$ cat src/rtl/taillight_pkg.sv
// Shared constants, tracker state encoding and error-code helpers for the taillight decoder.
package taillight_pkg;

  localparam int unsigned PAT_W = 3;
  localparam int unsigned ERR_W = 3;

  // Lamp patterns that can appear on a side bus
  localparam logic [PAT_W-1:0] P_OFF = 3'b000;
  localparam logic [PAT_W-1:0] P_001 = 3'b001;
  localparam logic [PAT_W-1:0] P_011 = 3'b011;
  localparam logic [PAT_W-1:0] P_111 = 3'b111;
  localparam logic [PAT_W-1:0] P_110 = 3'b110;
  localparam logic [PAT_W-1:0] P_100 = 3'b100;

  // Violation codes; lower value has higher priority
  localparam logic [ERR_W-1:0] ERR_NONE    = 3'd0;
  localparam logic [ERR_W-1:0] ERR_ILLEGAL = 3'd1;
  localparam logic [ERR_W-1:0] ERR_ORDER   = 3'd2;
  localparam logic [ERR_W-1:0] ERR_SHORT   = 3'd3;
  localparam logic [ERR_W-1:0] ERR_LONG    = 3'd4;
  localparam logic [ERR_W-1:0] ERR_CROSS   = 3'd5;

  typedef enum logic [3:0] {
    S_OFF = 4'd0,
    S_ON  = 4'd1,
    S_T1  = 4'd2,
    S_T2  = 4'd3,
    S_T3  = 4'd4,
    S_T4  = 4'd5,
    S_B2  = 4'd6,
    S_B3  = 4'd7,
    S_B4  = 4'd8,
    S_BAD = 4'd9
  } trk_state_e;

  // True for any of the six patterns the controller can legally emit
  function automatic logic is_legal(input logic [PAT_W-1:0] pat);
    return (pat == P_OFF) || (pat == P_001) || (pat == P_011) ||
           (pat == P_111) || (pat == P_110) || (pat == P_100);
  endfunction

  // Code for an unexpected pattern change
  function automatic logic [ERR_W-1:0] change_code(input logic [PAT_W-1:0] pat);
    return is_legal(pat) ? ERR_ORDER : ERR_ILLEGAL;
  endfunction

  // Highest-priority (lowest non-zero) of two codes
  function automatic logic [ERR_W-1:0] min_code(input logic [ERR_W-1:0] a,
                                                input logic [ERR_W-1:0] b);
    if (a == ERR_NONE) return b;
    if (b == ERR_NONE) return a;
    return (a < b) ? a : b;
  endfunction

endpackage

$ cat src/rtl/taillight_side_tracker.sv
// Per-side lamp pattern tracker: follows the turn/brake sequence and times each phase.
module taillight_side_tracker
  import taillight_pkg::*;
#(
  parameter int unsigned DWELL = 5
) (
  input  logic             clk,
  input  logic             rst_n,
  input  logic [PAT_W-1:0] pat,
  output logic             turn_c,
  output logic             brk_c,
  output logic [ERR_W-1:0] err_code_c
);

  localparam int unsigned DW = $clog2(DWELL + 2);

  trk_state_e       state_q, state_d;
  logic [DW-1:0]    dwell_q, dwell_d;
  logic [ERR_W-1:0] code;
  logic [PAT_W-1:0] cur_pat, nxt_pat;
  trk_state_e       nxt_st;

  // Next-state, phase timing and violation detection for one side
  always_comb begin
    state_d = state_q;
    code    = ERR_NONE;
    cur_pat = P_OFF;
    nxt_pat = P_OFF;
    nxt_st  = S_OFF;

    unique case (state_q)
      S_T1: begin cur_pat = P_001; nxt_pat = P_011; nxt_st = S_T2; end
      S_T2: begin cur_pat = P_011; nxt_pat = P_111; nxt_st = S_T3; end
      S_B2: begin cur_pat = P_110; nxt_pat = P_100; nxt_st = S_B3; end
      S_B3: begin cur_pat = P_100; nxt_pat = P_OFF; nxt_st = S_B4; end
      default: ;
    endcase

    unique case (state_q)
      S_OFF: begin
        if (pat == P_001)      state_d = S_T1;
        else if (pat == P_111) state_d = S_ON;
        else if (pat != P_OFF) code = change_code(pat);
      end
      S_ON: begin
        if (pat == P_OFF) state_d = S_OFF;
        else if (pat == P_110) begin
          if (dwell_q >= DW'(DWELL)) state_d = S_B2;
          else                       code = ERR_SHORT;
        end
        else if (pat != P_111) code = change_code(pat);
      end
      // Timed phases: advance only at exactly DWELL, error if held too long
      S_T1, S_T2, S_B2, S_B3: begin
        if (pat == cur_pat) begin
          if (dwell_q >= DW'(DWELL)) code = ERR_LONG;
        end
        else if ((pat == nxt_pat) && (dwell_q == DW'(DWELL))) state_d = nxt_st;
        else if (pat == P_OFF) state_d = S_OFF;
        else if (pat == P_111) state_d = S_ON;
        else if (pat == nxt_pat) code = ERR_SHORT;
        else code = change_code(pat);
      end
      S_T3: begin
        if (pat == P_OFF) state_d = (dwell_q == DW'(DWELL)) ? S_T4 : S_OFF;
        else if (pat != P_111) code = change_code(pat);
      end
      S_T4: begin
        if (pat == P_OFF) begin
          if (dwell_q >= DW'(DWELL)) state_d = S_OFF;
        end
        else if (pat == P_001) begin
          if (dwell_q == DW'(DWELL)) state_d = S_T1;
          else                       code = ERR_SHORT;
        end
        else if (pat == P_111) state_d = S_ON;
        else code = change_code(pat);
      end
      S_B4: begin
        if (pat == P_OFF) begin
          if (dwell_q >= DW'(DWELL)) state_d = S_OFF;
        end
        else if (pat == P_111) state_d = S_ON;
        else code = change_code(pat);
      end
      S_BAD: begin
        if (pat == P_OFF)      state_d = S_OFF;
        else if (pat == P_111) state_d = S_ON;
        else if (!is_legal(pat)) code = ERR_ILLEGAL;
      end
      default: state_d = S_BAD;
    endcase

    // Resync after a violation
    if (code != ERR_NONE) begin
      if (pat == P_OFF)      state_d = S_OFF;
      else if (pat == P_111) state_d = S_ON;
      else                   state_d = S_BAD;
    end

    if (state_d != state_q) dwell_d = DW'(1);
    else if (dwell_q >= DW'(DWELL + 1)) dwell_d = dwell_q;
    else dwell_d = dwell_q + DW'(1);
  end

  // Tracker state and dwell counter
  always_ff @(posedge clk or negedge rst_n) begin
    if (!rst_n) begin
      state_q <= S_OFF;
      dwell_q <= '0;
    end else begin
      state_q <= state_d;
      dwell_q <= dwell_d;
    end
  end

  // Decoded command for the upcoming state, registered by the parent
  always_comb begin
    turn_c = (state_d == S_T1) || (state_d == S_T2) || (state_d == S_T3) ||
             (state_d == S_T4) || (state_d == S_B2) || (state_d == S_B3) ||
             (state_d == S_B4);
    brk_c  = (state_d == S_B2) || (state_d == S_B3) || (state_d == S_B4) ||
             ((state_d == S_ON) && (dwell_d == DW'(DWELL + 1)));
    err_code_c = code;
  end

endmodule

$ cat src/rtl/taillight_pattern_decoder.sv
// Lamp-side decoder: reconstructs turn/brake commands and flags protocol violations.
module taillight_pattern_decoder
  import taillight_pkg::*;
#(
  parameter int unsigned DWELL = 5
) (
  input  logic             clk,
  input  logic             rst_n,
  input  logic [PAT_W-1:0] left_taillight_control,
  input  logic [PAT_W-1:0] right_taillight_control,
  input  logic             err_clr,
  output logic             turn_left_det,
  output logic             turn_right_det,
  output logic             brake_det,
  output logic             seq_error,
  output logic [ERR_W-1:0] err_code
);

  logic             l_turn_c, r_turn_c, l_brk_c, r_brk_c;
  logic [ERR_W-1:0] l_code_c, r_code_c, new_code;
  logic             turn_left_det_q, turn_left_det_d;
  logic             turn_right_det_q, turn_right_det_d;
  logic             brake_det_q, brake_det_d;
  logic             seq_error_q, seq_error_d;
  logic [ERR_W-1:0] err_code_q, err_code_d;

  taillight_side_tracker #(.DWELL(DWELL)) u_left (
    .clk        (clk),
    .rst_n      (rst_n),
    .pat        (left_taillight_control),
    .turn_c     (l_turn_c),
    .brk_c      (l_brk_c),
    .err_code_c (l_code_c)
  );

  taillight_side_tracker #(.DWELL(DWELL)) u_right (
    .clk        (clk),
    .rst_n      (rst_n),
    .pat        (right_taillight_control),
    .turn_c     (r_turn_c),
    .brk_c      (r_brk_c),
    .err_code_c (r_code_c)
  );

  // Output decode, cross-check and sticky first-error capture
  always_comb begin
    turn_left_det_d  = l_turn_c;
    turn_right_det_d = r_turn_c;
    brake_det_d      = l_brk_c | r_brk_c;
    seq_error_d      = seq_error_q;
    err_code_d       = err_code_q;
    new_code = min_code(min_code(l_code_c, r_code_c),
                        (l_turn_c & r_turn_c) ? ERR_CROSS : ERR_NONE);
    if (new_code != ERR_NONE) begin
      seq_error_d = 1'b1;
      if (!seq_error_q || err_clr) err_code_d = new_code;
    end else if (err_clr) begin
      seq_error_d = 1'b0;
      err_code_d  = ERR_NONE;
    end
  end

  // Output registers
  always_ff @(posedge clk or negedge rst_n) begin
    if (!rst_n) begin
      turn_left_det_q  <= 1'b0;
      turn_right_det_q <= 1'b0;
      brake_det_q      <= 1'b0;
      seq_error_q      <= 1'b0;
      err_code_q       <= ERR_NONE;
    end else begin
      turn_left_det_q  <= turn_left_det_d;
      turn_right_det_q <= turn_right_det_d;
      brake_det_q      <= brake_det_d;
      seq_error_q      <= seq_error_d;
      err_code_q       <= err_code_d;
    end
  end

  assign turn_left_det  = turn_left_det_q;
  assign turn_right_det = turn_right_det_q;
  assign brake_det      = brake_det_q;
  assign seq_error      = seq_error_q;
  assign err_code       = err_code_q;

endmodule

$ cat config.mk
export PLATFORM = sky130hd
export DESIGN_NAME = taillight_pattern_decoder
export DESIGN_NICKNAME = d
export VERILOG_FILES = /design/src/rtl/taillight_pkg.sv /design/src/rtl/taillight_side_tracker.sv /design/src/rtl/taillight_pattern_decoder.sv
export SDC_FILE = /design/constraint.sdc
export NUM_CORES = 1
export LEC_CHECK = 0
export BUFFER_PORTS_ARGS = -buffer_cell sky130_fd_sc_hd__buf_2
export CORE_MARGIN = 2
export CORE_UTILIZATION = 28
export CTS_CLUSTER_SIZE = 20
export DETAILED_ROUTE_END_ITERATION = 16
export GPL_ROUTABILITY_DRIVEN = 0
export PLACE_DENSITY = 0.44
export RECOVER_POWER = 50
export SYNTH_ARGS = -nofsm -noshare
export SYNTH_HDL_FRONTEND = slang
export SYNTH_SLANG_ARGS = --single-unit
$ cat constraint.sdc
create_clock -name clk -period 11 [get_ports clk]
set_input_delay 0 -clock clk [delete_from_list [all_inputs] [get_ports clk]]
set_output_delay 0 -clock clk [all_outputs]
set_load 0.02 [all_outputs]
# Word-level counts from Yosys, hierarchy flattened
# Cells that the tools add are included.
dict set report totals {
  input_bits 9
  output_inout_bits 7
  regBits 21
  word_cells 245
}
dict set report op_classes {
  add_sub_neg 2
  n_lt_le_gt_ge 6
  muxes 118
  bitwise 2
  reduce_logical 51
  eq_ne 57
}
# op count
set ops {}
lappend ops {{2-to-1 mux 3 bit} 58}
lappend ops {{2-to-1 mux 4 bit} 34}
lappend ops {{== test 4 x 3 -> 1 bit, second input constant} 16}
lappend ops {{case mux 4 bit (7 select lines)} 2}
lappend ops {{case mux 3 bit (7 select lines)} 2}
lappend ops {{== test 4 x 2 -> 1 bit, second input constant} 8}
lappend ops {{case mux 4 bit (4 select lines)} 2}
lappend ops {{== test 3 bit, second input constant} 10}
lappend ops {{logical OR 1 bit} 29}
lappend ops {{== test 4 bit, second input constant} 6}
lappend ops {{case mux 3 bit (4 select lines)} 2}
lappend ops {{zero test 3 bit} 6}
lappend ops {{case mux 3 bit (3 select lines)} 2}
lappend ops {{== test 4 x 1 -> 1 bit, second input constant} 4}
lappend ops {{nonzero test 3 bit} 5}
lappend ops {{== test 3 bit} 4}
lappend ops {{greater-or-equal comparator 3 bit, second input constant} 4}
lappend ops {{2-to-1 mux 2 bit} 6}
lappend ops {{2-to-1 mux 1 bit} 10}
lappend ops {{zero test 4 bit} 2}
lappend ops {{!= test 4 bit} 2}
lappend ops {{OR reduction 4 bit} 2}
lappend ops {{adder 3 x 1 -> 3 bit, second input constant} 2}
lappend ops {{== test 3 x 1 -> 1 bit, second input constant} 2}
lappend ops {{other kinds (10)} 16}

# Logic depth before layout (Yosys ltp)
# Gate-level depths: netlist of the first run.
dict set report depth {
  depth_word 32
  ltp_mapped 19
  depth_no_buf 17
}

# By module
# A second synthesis of the first run with hierarchy kept.
dict set report hier_totals {
  hier_cells 386
  hier_area_um2 2985.4
}
# mod seq_area_each_um2 n_inst area_each_um2 cells_per_inst
set by_module_without_submodules {}
lappend by_module_without_submodules {{taillight_side_tracker (u_right)} 175.2 1 1218.7 164}
lappend by_module_without_submodules {{taillight_side_tracker (u_left)} 175.2 1 1207.4 162}
lappend by_module_without_submodules {taillight_pattern_decoder 175.2 1 559.3 60}

# Least setup slack after synthesis of the first run
# No wires, ideal clock.
dict set report synth_path {
  path_kind {register to register}
  from {register u_right.dwell_q[1]}
  to {register err_code_q[2], in the netlist err_code[2]}
  slack_ps 7144
  stages_incl_launch_ff 19
  n_path_buf 2
  setup_ps 126
  t_required_ps 10874
  t_arrival_ps 3730
  synth_period_minus_slack_ps 3856
  path_cell_list {dfrtp_1 -> clkbuf_1 -> inv_1 -> ha_1 -> nor4bb_1 -> mux2i_1 -> o211a_1 -> a211oi_2 -> and4_4 -> inv_2 -> o22ai_4 -> and2_1 -> buf_4 -> inv_2 -> ha_1 -> o21a_1 -> a221oi_1 -> nor2_1 -> a221o_1}
}
dict set report synth_via {
  elab_chain_cells 24
  elab_cells_between_ends 69
  cone_classes {order compare (3); eq/ne (9); mux (42); bitwise (1); reduce/logical (14)}
}
# item line_no
set synth_lines {}
lappend synth_lines {{start: declaration} taillight_side_tracker.sv:18} ;# logic [DW-1:0] dwell_q, dwell_d;
lappend synth_lines {{start signal: assignment} taillight_side_tracker.sv:113} ;# dwell_q <= dwell_d;
lappend synth_lines {{greater-or-equal comparator 3 bit or == test 3 bit (tied branches)} --}
lappend synth_lines {{2-to-1 mux 2 bit (tied with other cells)} taillight_side_tracker.sv:48} ;# if (dwell_q >= DW'(DWELL)) state_d = S_B2;
lappend synth_lines {{2-to-1 mux 3 bit, on equally long branches} {taillight_side_tracker.sv:47, taillight_side_tracker.sv:58, taillight_side_tracker.sv:72}}
lappend synth_lines {{2-to-1 mux 3 bit, on equally long branches} {taillight_side_tracker.sv:46, taillight_side_tracker.sv:55, taillight_side_tracker.sv:69}}
lappend synth_lines {{case mux 3 bit (7 select lines)} taillight_side_tracker.sv:39} ;# unique case (state_q)
lappend synth_lines {{nonzero test 3 bit} taillight_side_tracker.sv:95} ;# if (code != ERR_NONE) begin
lappend synth_lines {{2-to-1 mux 4 bit *} taillight_side_tracker.sv:95}
lappend synth_lines {{named net u_right.state_d[0]} taillight_side_tracker.sv:17} ;# trk_state_e state_q, state_d;
lappend synth_lines {{[7 not listed]} --}
lappend synth_lines {{named net r_turn_c} taillight_pattern_decoder.sv:19} ;# logic l_turn_c, r_turn_c, l_brk_c, r_brk_c;
lappend synth_lines {{AND 1 bit *} taillight_pattern_decoder.sv:53} ;# (l_turn_c & r_turn_c) ? ERR_CROSS : ERR_NONE);
lappend synth_lines {{2-to-1 mux 3 bit *} taillight_pattern_decoder.sv:53}
lappend synth_lines {{branches (longest 4 deep; another with less-than comparator 3 bit)} --}
lappend synth_lines {{2-to-1 mux 3 bit *} taillight_pkg.sv:51} ;# if (b == ERR_NONE) return a;
lappend synth_lines {{nonzero test 3 bit} taillight_pattern_decoder.sv:54} ;# if (new_code != ERR_NONE) begin
lappend synth_lines {{!= test 2 x 1 -> 1 bit (no line) or nonzero test 2 bit (tied branches)} --}
lappend synth_lines {{AND reduction 2 bit (no line)} --}
lappend synth_lines {{end signal: assignment} taillight_pattern_decoder.sv:76} ;# err_code_q <= err_code_d;
lappend synth_lines {{end: declaration} taillight_pattern_decoder.sv:25} ;# logic [ERR_W-1:0] err_code_q, err_code_d;
# Mark *: on every way through the listed nets, which the timed path passes. The select of a mux whose other input is x is not followed.
# A chain may end at the register's enable or synchronous reset.

# Worst setup path in the final report of the first run
dict set report layout_path {
  from {register u_left.state_q[1]}
  to {register err_code_q[0], in the netlist err_code[0]}
}
dict set report layout_via {
  elab_chain_cells 28
  elab_cells_between_ends 79
  cone_classes {order compare (2); eq/ne (19); mux (41); bitwise (1); reduce/logical (16)}
}
# item line_no
set layout_lines {}
lappend layout_lines {{start: declaration} taillight_side_tracker.sv:17}
lappend layout_lines {{start signal: assignment} taillight_side_tracker.sv:112} ;# state_q <= state_d;
lappend layout_lines {{== test 4 x 3 -> 1 bit or == test 4 x 2 -> 1 bit (tied branches)} {taillight_side_tracker.sv:31, taillight_side_tracker.sv:39}}
lappend layout_lines {{case mux 3 bit (3 select lines)} taillight_side_tracker.sv:31} ;# unique case (state_q)
lappend layout_lines {{== test 3 bit} {taillight_side_tracker.sv:58, taillight_side_tracker.sv:61}}
lappend layout_lines {{2-to-1 mux 3 bit} taillight_side_tracker.sv:61} ;# else if (pat == nxt_pat) code = ERR_SHORT;
lappend layout_lines {{2-to-1 mux 3 bit} taillight_side_tracker.sv:60} ;# else if (pat == P_111) state_d = S_ON;
lappend layout_lines {{2-to-1 mux 3 bit} taillight_side_tracker.sv:59} ;# else if (pat == P_OFF) state_d = S_OFF;
lappend layout_lines {{2-to-1 mux 3 bit} taillight_side_tracker.sv:58} ;# else if ((pat == nxt_pat) && (dwell_q == DW'(DWELL))) state_d = nxt_st;
lappend layout_lines {{2-to-1 mux 3 bit} taillight_side_tracker.sv:55} ;# if (pat == cur_pat) begin
lappend layout_lines {{[10 not listed]} --}
lappend layout_lines {{named net l_turn_c} taillight_pattern_decoder.sv:19}
lappend layout_lines {{AND 1 bit *} taillight_pattern_decoder.sv:53}
lappend layout_lines {{2-to-1 mux 3 bit *} taillight_pattern_decoder.sv:53}
lappend layout_lines {{branches (longest 4 deep; another with less-than comparator 3 bit)} --}
lappend layout_lines {{2-to-1 mux 3 bit *} taillight_pkg.sv:51}
lappend layout_lines {{nonzero test 3 bit} taillight_pattern_decoder.sv:54}
lappend layout_lines {{!= test 2 x 1 -> 1 bit (no line) or nonzero test 2 bit (tied branches)} --}
lappend layout_lines {{AND reduction 2 bit (no line)} --}
# Marks and branches as above.

==> flow_results.xml, run 1 <==
<?xml version="1.0" encoding="UTF-8"?>
<metrics>
  <group name="grt">
    <metric name="track_usage" unit="%">14.9</metric>
    <metric name="grt_max_degree" unit="">25</metric>
    <metric name="congestion_overflow_gr" unit="">0</metric>
    <metric name="grt_use_met3" unit="%">1.08</metric>
    <metric name="number_of_global_route_vias_before_repair" unit="">2905</metric>
    <metric name="grt_util_met2" unit="%">23.6</metric>
    <metric name="grt_max_usage_layer" unit="">met2</metric>
    <metric name="wire_length_of_the_first_global_routing_pass" unit="um">14600</metric>
    <metric name="grt.met1_usage" unit="%">21.5</metric>
    <metric name="antenna_found_initial" unit="">0</metric>
  </group>
  <group name="timing">
    <metric name="setup-tns-final" unit="ns">0</metric>
    <metric name="worst_slew_margin_rel" unit="%">19.7</metric>
    <metric name="worst_slew_pin_slew" unit="ns">1.21</metric>
    <metric name="final.setup_skew" unit="ns">0.0126</metric>
    <metric name="fmax" unit="MHz">226</metric>
    <metric name="finalMaxSlewViolations" unit="">0</metric>
    <metric name="finalHoldViolations" unit="">0</metric>
    <metric name="grt_setup_unrepaired" unit="">false</metric>
    <metric name="fin_crit_sh" unit="%">40.3</metric>
    <metric name="setup_viol" unit="">0</metric>
    <metric name="final.setup.worst_slack" unit="ns">6.57</metric>
    <metric name="period_needed" unit="ns">4.43</metric>
  </group>
  <group name="power">
    <metric name="ir_worst_vdd" unit="V">0.0000618</metric>
    <metric name="finalPower" unit="uW">607</metric>
    <metric name="p_leak" unit="uW">0.00125</metric>
    <metric name="powerDensity" unit="mW/mm^2">186</metric>
  </group>
  <group name="cells_and_area">
    <metric name="finalCoreUtilization" unit="%">30.1</metric>
    <metric name="layout.cells.most_common_list" unit="">sky130_fd_sc_hd__nor2_1, sky130_fd_sc_hd__nand2_1, sky130_fd_sc_hd__o21ai_0, sky130_fd_sc_hd__a21oi_1, sky130_fd_sc_hd__dfrtp_1</metric>
    <metric name="final_cell_area" unit="mm^2">0.00326</metric>
    <metric name="n_fill_cell" unit="">1171</metric>
    <metric name="num_antenna_cells" unit="">0</metric>
    <metric name="area.growth.synth_to_final" unit="%">5.13</metric>
    <metric name="layout.area.seq" unit="um^2">526</metric>
    <metric name="mostFrequentLayoutCell" unit="">sky130_fd_sc_hd__nor2_1</metric>
    <metric name="multi_input_gate_area" unit="mm^2">0.00234</metric>
    <metric name="nets" unit="">420</metric>
    <metric name="layout-drive-gt1-share" unit="%">7.27</metric>
  </group>
  <group name="clock_network">
    <metric name="numClockSinks" unit="">21</metric>
    <metric name="htree_levels" unit="">1</metric>
    <metric name="numCtsBuffers" unit="">3</metric>
    <metric name="post_cts_buffers" unit="">0</metric>
    <metric name="postCtsHoldBufs" unit="">2</metric>
    <metric name="clk_root_buffer_cell" unit="">sky130_fd_sc_hd__clkbuf_8</metric>
    <metric name="tritoncts" unit="">built</metric>
    <metric name="cts-resized-gates" unit="">0</metric>
    <metric name="clock_slew_at_the_register_clock_pins_of_the_worst_setup_and_hold_paths" unit="ns">0.09</metric>
    <metric name="clock_insertion_delay_worst_skew" unit="ns">0.27</metric>
    <metric name="clock_tree.buffer_depth" unit="">2</metric>
  </group>
  <group name="route">
    <metric name="routed_wirelength" unit="um">8840</metric>
    <metric name="vias_per_cell" unit="">5.88</metric>
    <metric name="remaining_drc_errors" unit="">0</metric>
    <metric name="detailedRoute.firstPassIterationCount" unit="">6</metric>
    <metric name="dr.first_iter.drc_count" unit="">220</metric>
    <metric name="antenna_left" unit="">0</metric>
    <metric name="routedWlPerCell" unit="um">16.4</metric>
    <metric name="dr_total_vias" unit="">3172</metric>
  </group>
  <group name="floorplanning">
    <metric name="die_area" unit="mm^2">0.0119</metric>
    <metric name="std_cell_rows" unit="">38</metric>
    <metric name="initial_core_utilization" unit="%">28.6</metric>
    <metric name="floorplan.io_pins" unit="">16</metric>
    <metric name="core" unit="mm^2">0.0108</metric>
    <metric name="fp.dieH" unit="um">109</metric>
    <metric name="die_width" unit="um">109</metric>
  </group>
  <group name="synth">
    <metric name="number_of_standard_cells_after_synthesis" unit="">411</metric>
    <metric name="synth_area_per_cell" unit="um^2">7.54</metric>
    <metric name="synth_cell_type_count" unit="">81</metric>
    <metric name="synthesis.nets" unit="">431</metric>
    <metric name="post_synth_design_cell_area" unit="mm^2">0.00310</metric>
    <metric name="synth-main-ff-cell" unit="">sky130_fd_sc_hd__dfrtp_1</metric>
    <metric name="synthArstFlopShare" unit="%">100</metric>
    <metric name="yosysWarningCount" unit="">0</metric>
    <metric name="yosys_register_bits" unit="">21</metric>
    <metric name="synth_edf_count" unit="">0</metric>
    <metric name="synth-seq-area-share" unit="%">16.9</metric>
  </group>
  <group name="setup_path">
    <metric name="critical_path_cell_by_cell" unit="">nor2b_1, and3_1, o21ai_1, a31oi_4, or3b_1, o32ai_2, and2_1, inv_2, ha_1, o21a_1, a221oi_1, nand2b_1, o32ai_1</metric>
    <metric name="crit_path_end" unit="">err_code[0]</metric>
    <metric name="crit_family" unit="">simple AND/OR/NAND/NOR gates</metric>
    <metric name="worst_path_required_time" unit="ns">11.17</metric>
    <metric name="endpoint_kind" unit="">register</metric>
    <metric name="crit_cells" unit="">13</metric>
    <metric name="timing.reg2reg.setup_slack" unit="ns">6.57</metric>
    <metric name="timing.rr.end" unit="">err_code[0]</metric>
    <metric name="crit_type" unit="">reg2reg</metric>
    <metric name="r2r_cells" unit="">13</metric>
    <metric name="cpPeakStageDelay" unit="ns">0.69</metric>
    <metric name="source_of_the_critical_timing_path" unit="">u_left.state_q[1]</metric>
    <metric name="slowest_stage" unit="">sky130_fd_sc_hd__dfrtp_1</metric>
    <metric name="worstSetupStartpointType" unit="">register</metric>
    <metric name="highest_net_fanout_along_the_worst_path" unit="">15</metric>
    <metric name="critical_path.reg2reg.startpoint" unit="">u_left.state_q[1]</metric>
    <metric name="critical_path_buf_inv_count" unit="">1</metric>
    <metric name="worst_ep_arrival_time" unit="ns">4.60</metric>
  </group>
  <group name="placement">
    <metric name="pre_cts_ws" unit="ns">6.66</metric>
    <metric name="place_area" unit="mm^2">0.00320</metric>
    <metric name="place_hpwl" unit="um">6490</metric>
    <metric name="number_of_input_and_output_port_buffers_inserted" unit="">15</metric>
  </group>
  <group name="outcome">
    <metric name="outcome" unit="">completed</metric>
  </group>
  <group name="flow_run">
    <metric name="max_cap_viol_count" unit="">0</metric>
  </group>
  <group name="min_path">
    <metric name="worst_hold_path_type" unit="">in2async</metric>
  </group>
</metrics>
## kinds of logic after synthesis
kind of cell / synth area share [%]
AO/OA/AOI/OAI: 34.9
adder cells (fa/ha/maj): 4.44
multiplexers: 1.94
XOR/XNOR: 3.39
AND/OR/NAND/NOR: 30.8
flip-flops: 16.9
buffers and inverters: 7.59
## sequential cells by signal, indices dropped and copies added (netlist names)
signal / flops
u_left.dwell_q: 3
u_right.dwell_q: 3
brake_det: 1
err_code: 3
u_right.state_q: 4
turn_right_det: 1
turn_left_det: 1
seq_error: 1
u_left.state_q: 4
## Yosys cell counts (6+ instances only)
cell	number	area, um^2
sky130_fd_sc_hd__nand3_1	9	45.0
sky130_fd_sc_hd__nor3_1	6	30.0
sky130_fd_sc_hd__buf_2	20	100
sky130_fd_sc_hd__xnor2_1	9	78.8
sky130_fd_sc_hd__mux2i_1	6	60.1
sky130_fd_sc_hd__nor3b_1	9	67.6
sky130_fd_sc_hd__dfrtp_1	21	526
sky130_fd_sc_hd__a21oi_1	21	105
sky130_fd_sc_hd__and2_1	7	43.8
sky130_fd_sc_hd__ha_1	11	138
sky130_fd_sc_hd__o211ai_1	9	67.6
sky130_fd_sc_hd__nor2b_1	7	43.8
sky130_fd_sc_hd__nand2_1	27	101
sky130_fd_sc_hd__nand2b_1	16	100
sky130_fd_sc_hd__o21ai_0	26	130
sky130_fd_sc_hd__a31oi_1	7	43.8
sky130_fd_sc_hd__inv_1	18	67.6
sky130_fd_sc_hd__nor2_1	28	105
sky130_fd_sc_hd__o22ai_1	7	43.8
sky130_fd_sc_hd__a211oi_1	8	60.1
sky130_fd_sc_hd__clkbuf_1	10	37.5
## through the flow
| stage | cells | hold WS [ns] |
|---|---|---|
| 6_report | 539 | 0.509 |
| 5_1_grt | 539 | 0.548 |
| 3_5_place_dp | 533 | 0.00731 |
| 4_1_cts | 539 | 0.247 |
| 3_3_place_gp | 533 | 0.000580 |
| 2_1_floorplan | 411 | -0.296 |
## power breakdown
| group | internal [uW] | switching [uW] | total [uW] | leakage [uW] |
|---|---|---|---|---|
| clock | 25.3 | 27.6 | 52.9 | 0.0000255 |
| combinational | 161 | 222 | 383 | 0.000962 |
| sequential | 104 | 67.0 | 171 | 0.000259 |
## layout make-up
cell class / count / share of cell area (%)
clock buffer: 3 / 1.27
clock inverter: 1 / 0.154
tap: 140 / 5.37
inverter: 20 / 2.30
sequential: 21 / 16.1
multi-input combinational: 336 / 71.8
timing repair buffer: 18 / 2.99
## how the worst min path moves through the flow
stage | slack [ns] | startpoint | depth (start not counted) | endpoint
floorplan | -0.30 | rst_n | 0 | brake_det
global placement | 0.0006 | rst_n | 1 | err_code[1]
detailed placement | 0.007 | rst_n | 1 | err_code[1]
CTS | 0.25 | rst_n | 2 | err_code[1]
global route | 0.55 | err_clr | 3 | err_code[0]
finish | 0.51 | rst_n | 2 | err_code[0]
## routing by layer
metal	wire [um]	part of all wire (%)	vias up
met3	366	4.1	13
met5	0	0	-
li1	-	-	1532
met4	159	1.8	0
met1	4250	48	1531
met2	4060	46	96
Power figures use the tool's default switching activity.
==> run 2, diff against run 1 <==
PLACE_DENSITY = 0.45   (was 0.44)
clock period = 3.8 ns   (was 11 ns; I/O delays follow)
==> run 2 against run 1 <==
  * Via count up 2.3%
  * Critical path type unchanged
  * First-iteration DRC count grew 2.7%
  * Maximum frequency increased by 23%
==> flow_results.xml, run 2 (synthesized netlist as in run 1, its figures left out) <==
<?xml version="1.0" encoding="UTF-8"?>
<metrics>
  <group name="timing">
    <metric name="worst_slew_pin_slew" unit="ns">1.21</metric>
    <metric name="grt_setup_unrepaired" unit="">false</metric>
    <metric name="worst_slew_margin_rel" unit="%">19.1</metric>
    <metric name="fmax" unit="MHz">279</metric>
    <metric name="holdWs" unit="ns">0.504</metric>
    <metric name="final.setup_skew" unit="ns">0.00465</metric>
    <metric name="period_needed" unit="ns">3.59</metric>
    <metric name="setup-tns-final" unit="ns">0</metric>
    <metric name="setup_viol" unit="">0</metric>
    <metric name="finalHoldViolations" unit="">0</metric>
    <metric name="fin_crit_sh" unit="%">94.4</metric>
    <metric name="finalMaxSlewViolations" unit="">0</metric>
  </group>
  <group name="setup_path">
    <metric name="worstSetupStartpointType" unit="">register</metric>
    <metric name="slowest_stage" unit="">sky130_fd_sc_hd__dfrtp_1</metric>
    <metric name="critical_path_buf_inv_count" unit="">2</metric>
    <metric name="source_of_the_critical_timing_path" unit="">u_left.state_q[0]</metric>
    <metric name="critical_path_cell_by_cell" unit="">buf_4, xor2_1, and3_1, o21a_1, o21ai_0, o31a_1, o32ai_2, and2_4, inv_2, ha_1, o21a_1, a221oi_2, nor2_1, a221o_1</metric>
    <metric name="worst_ep_arrival_time" unit="ns">3.74</metric>
    <metric name="critical_path.reg2reg.startpoint" unit="">u_left.state_q[0]</metric>
    <metric name="critical-path-top-cell-by-count" unit="">sky130_fd_sc_hd__o21a_1</metric>
    <metric name="timing.reg2reg.setup_slack" unit="ns">0.21</metric>
    <metric name="timing.rr.end" unit="">err_code[2]</metric>
    <metric name="r2r_cells" unit="">14</metric>
    <metric name="worst_path_required_time" unit="ns">3.96</metric>
    <metric name="highest_net_fanout_along_the_worst_path" unit="">15</metric>
    <metric name="endpoint_kind" unit="">register</metric>
    <metric name="cpPeakStageDelay" unit="ns">0.71</metric>
    <metric name="crit_type" unit="">reg2reg</metric>
    <metric name="crit_family" unit="">compound AO/OA/AOI/OAI gates</metric>
  </group>
  <group name="floorplanning">
    <metric name="std_cell_rows" unit="">38</metric>
    <metric name="core" unit="mm^2">0.0108</metric>
    <metric name="die_area" unit="mm^2">0.0119</metric>
    <metric name="floorplan.io_pins" unit="">16</metric>
    <metric name="die_width" unit="um">109</metric>
    <metric name="initial_core_utilization" unit="%">28.6</metric>
    <metric name="fp.dieH" unit="um">109</metric>
  </group>
  <group name="placement">
    <metric name="number_of_input_and_output_port_buffers_inserted" unit="">15</metric>
    <metric name="place_hpwl" unit="um">7090</metric>
  </group>
  <group name="route">
    <metric name="detailedRoute.firstPassIterationCount" unit="">4</metric>
    <metric name="routed_wirelength" unit="um">9350</metric>
    <metric name="dr.first_iter.drc_count" unit="">226</metric>
    <metric name="antenna_left" unit="">0</metric>
    <metric name="dr_total_vias" unit="">3244</metric>
    <metric name="remaining_drc_errors" unit="">0</metric>
    <metric name="vias_per_cell" unit="">5.59</metric>
    <metric name="routedWlPerCell" unit="um">16.1</metric>
  </group>
  <group name="cells_and_area">
    <metric name="layout-drive-gt1-share" unit="%">18.0</metric>
    <metric name="mostFrequentLayoutCell" unit="">sky130_fd_sc_hd__buf_4</metric>
    <metric name="finalCoreUtilization" unit="%">33.3</metric>
    <metric name="area.growth.synth_to_final" unit="%">16.6</metric>
    <metric name="registers_with_the_most_flip_flops" unit="">u_left.state_q: 4 flops, u_right.state_q: 4 flops</metric>
    <metric name="num_antenna_cells" unit="">0</metric>
    <metric name="n_fill_cell" unit="">1156</metric>
    <metric name="layout.cells.most_common_list" unit="">sky130_fd_sc_hd__buf_4, sky130_fd_sc_hd__nor2_1, sky130_fd_sc_hd__nand2_1, sky130_fd_sc_hd__o21ai_0, sky130_fd_sc_hd__a21oi_1</metric>
    <metric name="nets" unit="">461</metric>
  </group>
  <group name="outcome">
    <metric name="outcome" unit="">completed</metric>
  </group>
  <group name="grt">
    <metric name="grt_util_met2" unit="%">25.0</metric>
    <metric name="grt_use_met3" unit="%">0.598</metric>
    <metric name="grt_max_usage_layer" unit="">met2</metric>
    <metric name="congestion_overflow_gr" unit="">0</metric>
    <metric name="wire_length_of_the_first_global_routing_pass" unit="um">15600</metric>
    <metric name="track_usage" unit="%">15.8</metric>
    <metric name="antenna_found_initial" unit="">0</metric>
    <metric name="grt.met1_usage" unit="%">23.5</metric>
    <metric name="grt_max_degree" unit="">24</metric>
    <metric name="number_of_global_route_vias_before_repair" unit="">3123</metric>
  </group>
  <group name="clock_network">
    <metric name="numClockSinks" unit="">21</metric>
    <metric name="clock_insertion_delay_worst_skew" unit="ns">0.27</metric>
    <metric name="clock_slew_at_the_register_clock_pins_of_the_worst_setup_and_hold_paths" unit="ns">0.09</metric>
    <metric name="numCtsBuffers" unit="">3</metric>
    <metric name="post_cts_buffers" unit="">0</metric>
    <metric name="htree_levels" unit="">1</metric>
    <metric name="clock_tree.buffer_depth" unit="">2</metric>
    <metric name="tritoncts" unit="">built</metric>
    <metric name="clk_root_buffer_cell" unit="">sky130_fd_sc_hd__clkbuf_8</metric>
  </group>
  <group name="power">
    <metric name="ir_worst_vdd" unit="V">0.000171</metric>
    <metric name="p_leak" unit="uW">0.00145</metric>
    <metric name="powerDensity" unit="mW/mm^2">541</metric>
  </group>
  <group name="min_path">
    <metric name="worst_hold_path_type" unit="">in2async</metric>
  </group>
  <group name="flow_run">
    <metric name="max_cap_viol_count" unit="">0</metric>
  </group>
</metrics>
## run 2: repair_timing
item | 4_1_cts | 5_1_grt
hold buffers | 2 | 0
setup endpoints to repair | 0 | 4
resized for setup | 0 | 8
hold endpoints to repair | 22 | 0
## run 2: how the worst max path moves through the flow
stage / endpoint / depth (start not counted)
final: err_code[2] / 14
after global routing: err_code[2] / 14
after CTS: err_code[2] / 13
after detailed placement: err_code[2] / 15
after global placement: err_code[2] / 13
after floorplan: err_code[2] / 18
## run 2: cell type report
type	count	area [um^2]	share of cell area, %
clock buffer	3	41.3	1.14
clock inverter	1	7.51	0.208
inverter	20	75.1	2.08
multi-input combinational	336	2380	65.9
sequential	21	528	14.6
tap	140	175	4.85
timing repair buffer	59	405	11.2
## run 2: worst register-to-register path, stage by stage, from the launching register on
cell	delay, ns
sky130_fd_sc_hd__dfrtp_1	0.71
sky130_fd_sc_hd__buf_4	0.22
sky130_fd_sc_hd__xor2_1	0.17
sky130_fd_sc_hd__and3_1	0.24
sky130_fd_sc_hd__o21a_1	0.20
sky130_fd_sc_hd__o21ai_0	0.10
sky130_fd_sc_hd__o31a_1	0.33
sky130_fd_sc_hd__o32ai_2	0.25
sky130_fd_sc_hd__and2_4	0.21
sky130_fd_sc_hd__inv_2	0.03
sky130_fd_sc_hd__ha_1	0.20
sky130_fd_sc_hd__o21a_1	0.20
sky130_fd_sc_hd__a221oi_2	0.30
sky130_fd_sc_hd__nor2_1	0.09
sky130_fd_sc_hd__a221o_1	0.26
## run 2: report_power, final
part / switching, uW / leakage (uW) / internal (uW)
registers: 92.8 / 0.000257 / 303
logic: 793 / 0.00118 / 606
clock network: 85.6 / 0.0000217 / 74.2
total: 972 / 0.00145 / 983
## run 2: layer usage
layer / wire (um) / share of wire (%)
met4: 150 / 1.6
met5: 0 / 0
met1: 4650 / 50
met2: 4270 / 46
met3: 279 / 3.0
## run 2: through the flow
stage               total power [uW]  area (um^2)  setup slack (ns)  cells
floorplan                       1350         3120            0.0503    411
detailed placement              1770         3530             0.102    574
finish                          1950         3610             0.213    580
global route                    2130         3610           0.00242    580
global placement                1780         3530             0.106    574
CTS                             1940         3590            0.0773    580
